**config.mk**
```make
export PLATFORM = sky130hd
export DESIGN_NAME = bnn_weight_streamer_flat
export DESIGN_NICKNAME = d
export VERILOG_FILES = /design/src/rtl/bnn_weight_streamer_if.sv /design/src/rtl/bnn_weight_streamer.sv /design/src/flat_wrapper.sv
export SDC_FILE = /design/constraint.sdc
export NUM_CORES = 1
export LEC_CHECK = 0
export BUFFER_PORTS_ARGS = -buffer_cell sky130_fd_sc_hd__buf_4
export CAP_MARGIN = 20
export CORE_ASPECT_RATIO = 2
export CORE_UTILIZATION = 56
export DETAILED_ROUTE_END_ITERATION = 10
export PLACE_DENSITY = 0.78
export SKIP_CTS_REPAIR_TIMING = 1
export SYNTH_ARGS = -nofsm -noshare
export SYNTH_HDL_FRONTEND = slang
export SYNTH_SLANG_ARGS = --single-unit
```
**constraint.sdc**
```tcl
create_clock -name clk -period 2.1 [get_ports clk]
set_input_delay 0.105 -clock clk [delete_from_list [all_inputs] [get_ports clk]]
set_output_delay 0.105 -clock clk [all_outputs]
set_load 0.02 [all_outputs]
```
**src/rtl/bnn_weight_streamer_if.sv**
```systemverilog
// Bus bundle for the BNN weight streamer: byte push handshake, session
// control and the nibble/strobe outputs that drive the BNN weight pins.
interface bnn_weight_streamer_if;
  logic       ena;
  logic       start;
  logic [7:0] in_data;
  logic       in_valid;
  logic       in_ready;
  logic [3:0] wt_nibble;
  logic       wt_load_en;
  logic       busy;
  logic       done;
  logic [4:0] neuron_idx;
  logic       underrun;
  logic [7:0] checksum;

  // Producer / controller side (drives control and the byte stream)
  modport master (
    output ena, start, in_data, in_valid,
    input  in_ready, wt_nibble, wt_load_en, busy, done,
    input  neuron_idx, underrun, checksum
  );

  // Streamer side
  modport slave (
    input  ena, start, in_data, in_valid,
    output in_ready, wt_nibble, wt_load_en, busy, done,
    output neuron_idx, underrun, checksum
  );
endinterface

```
**src/rtl/bnn_weight_streamer.sv**
```systemverilog
// BNN weight streamer: buffers weight bytes in a small FIFO and sends each
// byte to the BNN as two nibbles (low then high) with a load strobe.
// Optional feature macro: BNN_WSTREAM_CHECKSUM_EN -- when defined, a running
// XOR of the bytes sent in the session is kept; otherwise checksum reads 0.
module bnn_weight_streamer #(
  parameter int NUM_NEURONS = 12,
  parameter int FIFO_DEPTH  = 4
) (
  input  logic                  clk,
  input  logic                  rst_n,
  bnn_weight_streamer_if.slave  bus
);
  localparam int         AW       = $clog2(FIFO_DEPTH);
  localparam logic [AW:0] PTR_ONE = {{AW{1'b0}}, 1'b1};
  localparam logic [4:0] LAST_IDX = 5'(NUM_NEURONS - 1);

  typedef enum logic [1:0] {S_IDLE, S_LOW, S_HIGH, S_DONE} state_t;

  logic [7:0]  mem_q [FIFO_DEPTH];
  logic [AW:0] wr_ptr_q;
  logic [AW:0] rd_ptr_q;
  logic        fifo_empty;
  logic        fifo_full;
  logic        push;
  logic        pop;
  logic [7:0]  head;

  state_t      state_q, state_d;
  logic [3:0]  nibble_q, nibble_d;
  logic        load_en_q, load_en_d;
  logic [4:0]  idx_q, idx_d;
  logic        underrun_q, underrun_d;

  // Pointers carry one wrap bit so full and empty are distinguishable.
  assign fifo_empty = (wr_ptr_q == rd_ptr_q);
  assign fifo_full  = (wr_ptr_q[AW] != rd_ptr_q[AW]) &&
                      (wr_ptr_q[AW-1:0] == rd_ptr_q[AW-1:0]);
  assign head       = mem_q[rd_ptr_q[AW-1:0]];
  assign push       = bus.in_valid && !fifo_full;

  // FIFO storage: written on every accepted push, read asynchronously at head.
  always_ff @(posedge clk) begin
    if (push) begin
      mem_q[wr_ptr_q[AW-1:0]] <= bus.in_data;
    end
  end

  // FIFO pointers; push and pop in the same cycle are both honoured.
  always_ff @(posedge clk or negedge rst_n) begin
    if (!rst_n) begin
      wr_ptr_q <= '0;
      rd_ptr_q <= '0;
    end else begin
      if (push) wr_ptr_q <= wr_ptr_q + PTR_ONE;
      if (pop)  rd_ptr_q <= rd_ptr_q + PTR_ONE;
    end
  end

  // Next-state and registered-output decode. With ena low everything holds
  // and the strobe is dropped. The FIFO is only popped on the high nibble,
  // so a byte is never split across an empty-FIFO stall.
  always_comb begin
    state_d    = state_q;
    nibble_d   = nibble_q;
    load_en_d  = 1'b0;
    idx_d      = idx_q;
    underrun_d = underrun_q;
    pop        = 1'b0;
    if (bus.ena) begin
      case (state_q)
        S_IDLE: begin
          if (bus.start) begin
            state_d    = S_LOW;
            idx_d      = '0;
            underrun_d = 1'b0;
          end
        end
        S_LOW: begin
          if (!fifo_empty) begin
            nibble_d  = head[3:0];
            load_en_d = 1'b1;
            state_d   = S_HIGH;
          end else begin
            underrun_d = 1'b1;
          end
        end
        S_HIGH: begin
          nibble_d  = head[7:4];
          load_en_d = 1'b1;
          pop       = 1'b1;
          if (idx_q == LAST_IDX) begin
            state_d = S_DONE;
          end else begin
            idx_d   = idx_q + 5'd1;
            state_d = S_LOW;
          end
        end
        S_DONE: begin
          state_d = S_IDLE;
        end
        default: begin
          state_d = S_IDLE;
        end
      endcase
    end
  end

  // State and output registers.
  always_ff @(posedge clk or negedge rst_n) begin
    if (!rst_n) begin
      state_q    <= S_IDLE;
      nibble_q   <= '0;
      load_en_q  <= 1'b0;
      idx_q      <= '0;
      underrun_q <= 1'b0;
    end else begin
      state_q    <= state_d;
      nibble_q   <= nibble_d;
      load_en_q  <= load_en_d;
      idx_q      <= idx_d;
      underrun_q <= underrun_d;
    end
  end

`ifdef BNN_WSTREAM_CHECKSUM_EN
  logic [7:0] checksum_q, checksum_d;

  // Running XOR of bytes popped this session; cleared when a session starts.
  always_comb begin
    checksum_d = checksum_q;
    if (bus.ena && (state_q == S_IDLE) && bus.start) begin
      checksum_d = '0;
    end else if (pop) begin
      checksum_d = checksum_q ^ head;
    end
  end

  // Checksum accumulator register.
  always_ff @(posedge clk or negedge rst_n) begin
    if (!rst_n) begin
      checksum_q <= '0;
    end else begin
      checksum_q <= checksum_d;
    end
  end

  assign bus.checksum = checksum_q;
`else
  assign bus.checksum = 8'h00;
`endif

  assign bus.in_ready   = !fifo_full;
  assign bus.wt_nibble  = nibble_q;
  assign bus.wt_load_en = load_en_q;
  assign bus.busy       = (state_q != S_IDLE);
  assign bus.done       = (state_q == S_DONE);
  assign bus.neuron_idx = idx_q;
  assign bus.underrun   = underrun_q;
endmodule

```
**src/flat_wrapper.sv**
```systemverilog
// flat-port wrapper written by rule: the top's interface ports become plain ports
module bnn_weight_streamer_flat 
#(
  parameter int NUM_NEURONS = 12,
  parameter int FIFO_DEPTH  = 4
)
  (clk, rst_n, bus_ena, bus_start, bus_in_data, bus_in_valid, bus_in_ready, bus_wt_nibble, bus_wt_load_en, bus_busy, bus_done, bus_neuron_idx, bus_underrun, bus_checksum);
  bnn_weight_streamer_if bus_i ();
  input  logic clk;
  input  logic rst_n;
  input wire logic [$bits(bus_i.ena)-1:0] bus_ena;
  input wire logic [$bits(bus_i.start)-1:0] bus_start;
  input wire logic [$bits(bus_i.in_data)-1:0] bus_in_data;
  input wire logic [$bits(bus_i.in_valid)-1:0] bus_in_valid;
  output wire logic [$bits(bus_i.in_ready)-1:0] bus_in_ready;
  output wire logic [$bits(bus_i.wt_nibble)-1:0] bus_wt_nibble;
  output wire logic [$bits(bus_i.wt_load_en)-1:0] bus_wt_load_en;
  output wire logic [$bits(bus_i.busy)-1:0] bus_busy;
  output wire logic [$bits(bus_i.done)-1:0] bus_done;
  output wire logic [$bits(bus_i.neuron_idx)-1:0] bus_neuron_idx;
  output wire logic [$bits(bus_i.underrun)-1:0] bus_underrun;
  output wire logic [$bits(bus_i.checksum)-1:0] bus_checksum;
  assign bus_i.ena = bus_ena;
  assign bus_i.start = bus_start;
  assign bus_i.in_data = bus_in_data;
  assign bus_i.in_valid = bus_in_valid;
  assign bus_in_ready = bus_i.in_ready;
  assign bus_wt_nibble = bus_i.wt_nibble;
  assign bus_wt_load_en = bus_i.wt_load_en;
  assign bus_busy = bus_i.busy;
  assign bus_done = bus_i.done;
  assign bus_neuron_idx = bus_i.neuron_idx;
  assign bus_underrun = bus_i.underrun;
  assign bus_checksum = bus_i.checksum;
  bnn_weight_streamer #(.NUM_NEURONS(NUM_NEURONS), .FIFO_DEPTH(FIFO_DEPTH)) u_core (.clk(clk), .rst_n(rst_n), .bus(bus_i));
endmodule
```
Word-level counts from Yosys, hierarchy flattened
Memory sizes are Yosys's and may differ from the RTL's.
Cells that the tools add are included.
Word-level totals
  memory bits (writable): 32
  logic and storage cells: 53
  output and inout port bits: 22
  input bits: 13
  flip-flop bits (word level): 19
  memories kept: 1
Cells by class
  add/subtract/negate cells: 3
  equality and inequality tests: 11
  reductions and logical operators: 12
  multiplexer cells: 19
Memories
  u_core.mem_q: depth 4, bits a word 8, rd ports 1, clocked after memory_dff 0, write ports 1, line bnn_weight_streamer.sv:19  | logic [7:0] mem_q [FIFO_DEPTH];
Operator list (count)
  $mux 5: 2
  $pmux 5 s2: 1
  $mux 1: 8
  $pmux 2 s4: 1
  $pmux 4 s2: 1
  $reduce_and 4->1: 2
  $reduce_bool 2->1: 4
  $add 3x1->3 const B: 2
  $mux 2: 3
  $ne 2x2->1 const B: 3
  $reduce_and 3->1: 2
  $add 5x1->5 const B: 1
  $eq 5x4->1 const B: 1
  $eq 2x2->1 const B: 2
  $mux 4: 1
  $pmux 1 s2: 2
  $eq 3x3->1: 1
  $eq 2x1->1 const B: 1
  $eq 2x2->1: 1
  $logic_and 1x1->1: 2
  $logic_not 2->1: 1
  $ne 2x1->1 const B: 1
  $logic_not 1->1: 1
  $ne 1x1->1: 1

Logic depth before layout (Yosys ltp)
  word-level depth: 6
  mapped depth: 6
  gate-level depth less buffers: 6

Worst setup path after synthesis
No wires, ideal clock.
  path type: flip-flop to flip-flop
  start: reg u_core.rd_ptr_q[0]
  end: reg u_core.wr_ptr_q[2]
  path buffers: 1
  stages on the path, launching flop included: 6
  setup time: 0.140 ns
  required time: 1.960 ns
  slack: 0.377 ns
  period minus slack after synthesis: 1.723 ns
  arrival time: 1.583 ns
  cell sequence: dfrtp_1 buf_6 xnor2_1 nand3b_1 and3_1 xor2_1
On the way
  longest elaborated chain between the ends: 4
Ends and longest elaborated chain
  start: declaration: line bnn_weight_streamer.sv:21  | logic [AW:0] rd_ptr_q;
  start signal: assignment: line bnn_weight_streamer.sv:55  | if (pop) rd_ptr_q <= rd_ptr_q + PTR_ONE;
  $eq 2x2->1: line bnn_weight_streamer.sv:37  | (wr_ptr_q[AW-1:0] == rd_ptr_q[AW-1:0]);
  $logic_and 1x1->1: line bnn_weight_streamer.sv:36  | assign fifo_full = (wr_ptr_q[AW] != rd_ptr_q[AW]) &&
  $logic_not 1->1
  named net bus_in_ready: line flat_wrapper.sv:15  | output wire logic [$bits(bus_i.in_ready)-1:0] bus_in_ready;
  $logic_and 1x1->1: line bnn_weight_streamer.sv:39  | assign push = bus.in_valid && !fifo_full;
  end signal: assignment: line bnn_weight_streamer.sv:54  | if (push) wr_ptr_q <= wr_ptr_q + PTR_ONE;
  end: declaration: line bnn_weight_streamer.sv:20  | logic [AW:0] wr_ptr_q;
The timed path passes the listed nets, and every way through them passes these cells.
A chain may end at the register's enable or synchronous reset.

Worst setup path after layout
  start: reg u_core.state_q[0]
  end: reg u_core.nibble_q[2] (netlist: u_core.bus.wt_nibble[2])
On the way
  longest elaborated chain between the ends: 3
  elaborated cells between the ends (all ways): 6
  classes of those cells: eq/ne: 3; mux: 1; reduce/logical: 2
Ends and longest elaborated chain
  start: declaration: line bnn_weight_streamer.sv:28  | state_t state_q, state_d;
  start signal: assignment: line bnn_weight_streamer.sv:117  | state_q <= state_d;
  $eq 2x1->1 or $eq 2x2->1 (tied branches): line bnn_weight_streamer.sv:70  | case (state_q)
  $ne 2x2->1 (no source line) or $reduce_bool 2->1 (tied branches)
  $reduce_and 3->1 (no source line)
  end signal: assignment: line bnn_weight_streamer.sv:118  | nibble_q <= nibble_d;
  end: declaration: line bnn_weight_streamer.sv:29  | logic [3:0] nibble_q, nibble_d;
Several ways; a longest one is shown, not always the timed one.

==> metrics.md <==
| Metric | Value |
|---|---|
| Asr flop ratio synth | 37.3% |
| Fillcell total | 285 |
| Layout cells sized above 1 | 25.5% |
| Tmin final | 1.83 ns |
| Final ANT Viol Nets | 0 |
| Vias in the first global route | 1308 |
| Via-per-instance ratio | 5.37 |
| # rows | 32 |
| Mux cell area share after synthesis | 14.4% |
| CP Class | register to register |
| Syn avg cell area | 15.3 um^2 |
| Core area | 0.00392 mm^2 |
| Fin util | 69.5% |
| PwrDens | 1350 mW/mm^2 |
| # DRC | 0 |
| Synth Area in Adders | 5.37% |
| Peak fanout along the critical path | 10 |
| Post-DR wirelength/cell | 15.8 um |
| Die width | 47.6 um |
| Initial antenna violation count | 0 |
| RR Startpoint | u_core.state_q[0] |
| FF-to-FF End | u_core.bus.wt_nibble[2] |
| Starting DRT DRC Count | 17 |
| Critical path startpoint category | register |
| Gr usage total | 19.6% |
| Post-synth EDFFs | 32 |
| Hold EP | u_core.bus.wt_load_en |
| Clock sink total | 51 |
| Die height | 93.2 um |
| Synth Area in Compound Gates | 4.08% |
| Arrival @ worst endpoint | 2.02 ns |
| Ys flop type | edfxtp_1 |
| Post-DP HPWL | 2.83 mm |
| Yosys warnings | 0 |
| CP endpoint kind | register |
| Area grow syn2layout | 17.0% |
| Max Clock Skew | 0.00892 ns |
| Tightest Hold Check Type | primary input to register |
| Number of port buffers | 26 |
| Most frequent cell after synthesis | edfxtp_1 |
| Total power | 3690 uW |
| GRT met1 Usage | 19.6% |
| Gr busiest metal | met2 |
| Area share of the leading cell type in the synthesized netlist | 41.2% |
| TritonCTS Buffers | 5 |
| Fin crit share | 86.9% |
| CTS tree | built |
| Xor and xnor fraction of the mapped netlist area | 3.38% |
| F_max | 0.548 GHz |
| Critical Path RT | 2.30 ns |
| Die area | 0.00444 mm^2 |
| Final instance area | 0.00273 mm^2 |
| Clock Pin Slew Worst Setup and Hold Paths | 0.09 ns |
| Simple-Gate Fraction of Synth Area | 6.23% |
| Initial Utilization | 59.4% |
| H-tree depth | 2 |
| Leak | 0.00112 uW |
| Layout net count | 214 |
| Io pins | 35 |
| Non-Filler Instances | 243 |
| Clk buf depth | 2 |
| Drt pass-1 iters | 4 |
| Post-Place Cells | 226 |
| Max rail drop VDD | 0.935 mV |
| Register area share after synthesis | 61.6% |
| Synthesized flop and latch total | 51 |
| First-pass GRT wire length | 5.88 mm |
| Final Slew Violations | 0 |
| Flop2flop setup slack | 0.27 ns |
| Dominant cells by area after synthesis | edfxtp_1 41%, dfrtp_1 20%, mux4_1 6.8%, ha_1 5.4%, mux2_2 3.4% |
| Cell area after synthesis | 0.00233 mm^2 |
| Met3 Use GR | 4.83% |
| Post-synth top cells | 32 x edfxtp_1, 19 x dfrtp_1, 10 x ha_1, 10 x nand2_1, 8 x buf_4 |
| Placed cell area | 0.00255 mm^2 |
| Clock insertion delay at the later pin of the skew report | 0.30 ns |
| Final WL | 3.85 mm |
| Setup violators final | 0 |
| Largest family of logic cells by synthesized area | multiplexers |
| Unique masters post-synth | 34 |
| Clk root buf | clkbuf_8 |
| Worst Hold Launch | bus_ena |
| RSZ-0062 raised after global routing | no |
| WHS Path Cells | 3 |
| Post-route setup TNS | 0 ns |
| Status | finished, final reports clean |
| Routability cong. | 0.727 |
| Yosys top cell by area | edfxtp_1 |
| N_diodes | 0 |
| Routed via count | 1305 |
| Final Hold Vio Count | 0 |
| Max-cap violations | 0 |
| Global route overflow | 0 |
| Maximum number of pins on one net before global-route repair | 20 |
| Cells after Synth | 152 |
| GR met2 Demand/Resource | 34.7% |
| R2r worst-path depth | 5 |
metrics by stage:
step	hold slack, ns	setup slack (ns)
2_1_floorplan	-0.191	0.377
3_3_place_gp	-0.0109	0.327
3_5_place_dp	-0.00876	0.292
4_1_cts	-0.349	0.250
5_1_grt	0.0751	0.115
6_report	0.0800	0.275
cells by family (layout without fill, tap and decap cells):
group           Yosys count  in the layout
flops                    51             51
simple gates             29             29
mux                      19             19
buf+inv                  19             52
compound gates           14             14
fa+ha+maj                10             10
xor+xnor                  9              9
other cells               1              8
worst max-delay path by stage:
stage | endpoint | slack [ns] | from | cells after the start
after global placement | u_core.mem_q[0][7] | 0.33 | u_core.rd_ptr_q[1] | 3
final | u_core.bus.wt_nibble[2] | 0.27 | u_core.state_q[0] | 5
after CTS | u_core.mem_q[3][2] | 0.25 | u_core.rd_ptr_q[1] | 3
after global routing | u_core.wr_ptr_q[2] | 0.12 | u_core.rd_ptr_q[0] | 5
after floorplan | u_core.wr_ptr_q[2] | 0.38 | u_core.rd_ptr_q[0] | 5
after detailed placement | u_core.mem_q[3][0] | 0.29 | u_core.rd_ptr_q[1] | 3
critical path, stage by stage, from the launching register on:
cell and delay [ns]:
dfrtp_1 0.45, inv_1 0.12, ha_1 0.35, buf_4 0.21
mux2_2 0.33, mux2_2 0.26
layout make-up:
cell class | instances | area (um^2) | share of cell area, %
tap | 51 | 63.8 | 2.34
clock inverter | 3 | 20.0 | 0.734
sequential | 51 | 1440 | 52.7
clock buffer | 5 | 68.8 | 2.52
multi-input combinational | 89 | 811 | 29.7
inverter | 7 | 26.3 | 0.964
timing repair buffer | 37 | 300 | 11.0
flip-flops by register name, summed over array words and instances (netlist names):
register	flops
u_core.state_q	2
u_core.bus.underrun	1
u_core.wr_ptr_q	3
u_core.rd_ptr_q	3
u_core.bus.wt_load_en	1
u_core.bus.neuron_idx	5
u_core.mem_q	32
u_core.bus.wt_nibble	4
power breakdown:
part / internal, uW / switching (uW)
combinational: 766 / 763
clock: 232 / 320
sequential: 1390 / 217
total: 2390 / 1300
layout by cell type (no fill, tap or decap):
cell type,n
dfrtp_1,19
clkinv_2,1
a2bb2oi_1,1
buf_4,28
mux4_2,2
ha_1,10
and2_1,1
inv_1,7
nand4_1,2
o22ai_1,1
a311o_1,1
a41oi_1,1
nand2b_1,2
dlygate4sd3_1,9
a21oi_1,1
nand3b_1,1
mux2i_1,1
xnor2_1,6
clkinvlp_4,2
edfxtp_1,32
o211a_2,1
mux4_1,6
o32a_1,1
mux2_2,7
nor2_1,3
clkbuf_8,5
o21ai_0,6
nand2_1,10
nor2b_1,1
conb_1,8
a31oi_1,1
and3_1,5
mux2_4,3
nand3_1,4
xor2_1,3
per-layer routing:
metal  part of all wire [%]  up-vias
met5                      0        -
met4                    2.1        0
met3                    2.7        8
met2                     58       26
met1                     37      649
li1                       -      622
No activity file was read; power rests on OpenSTA's default activity.
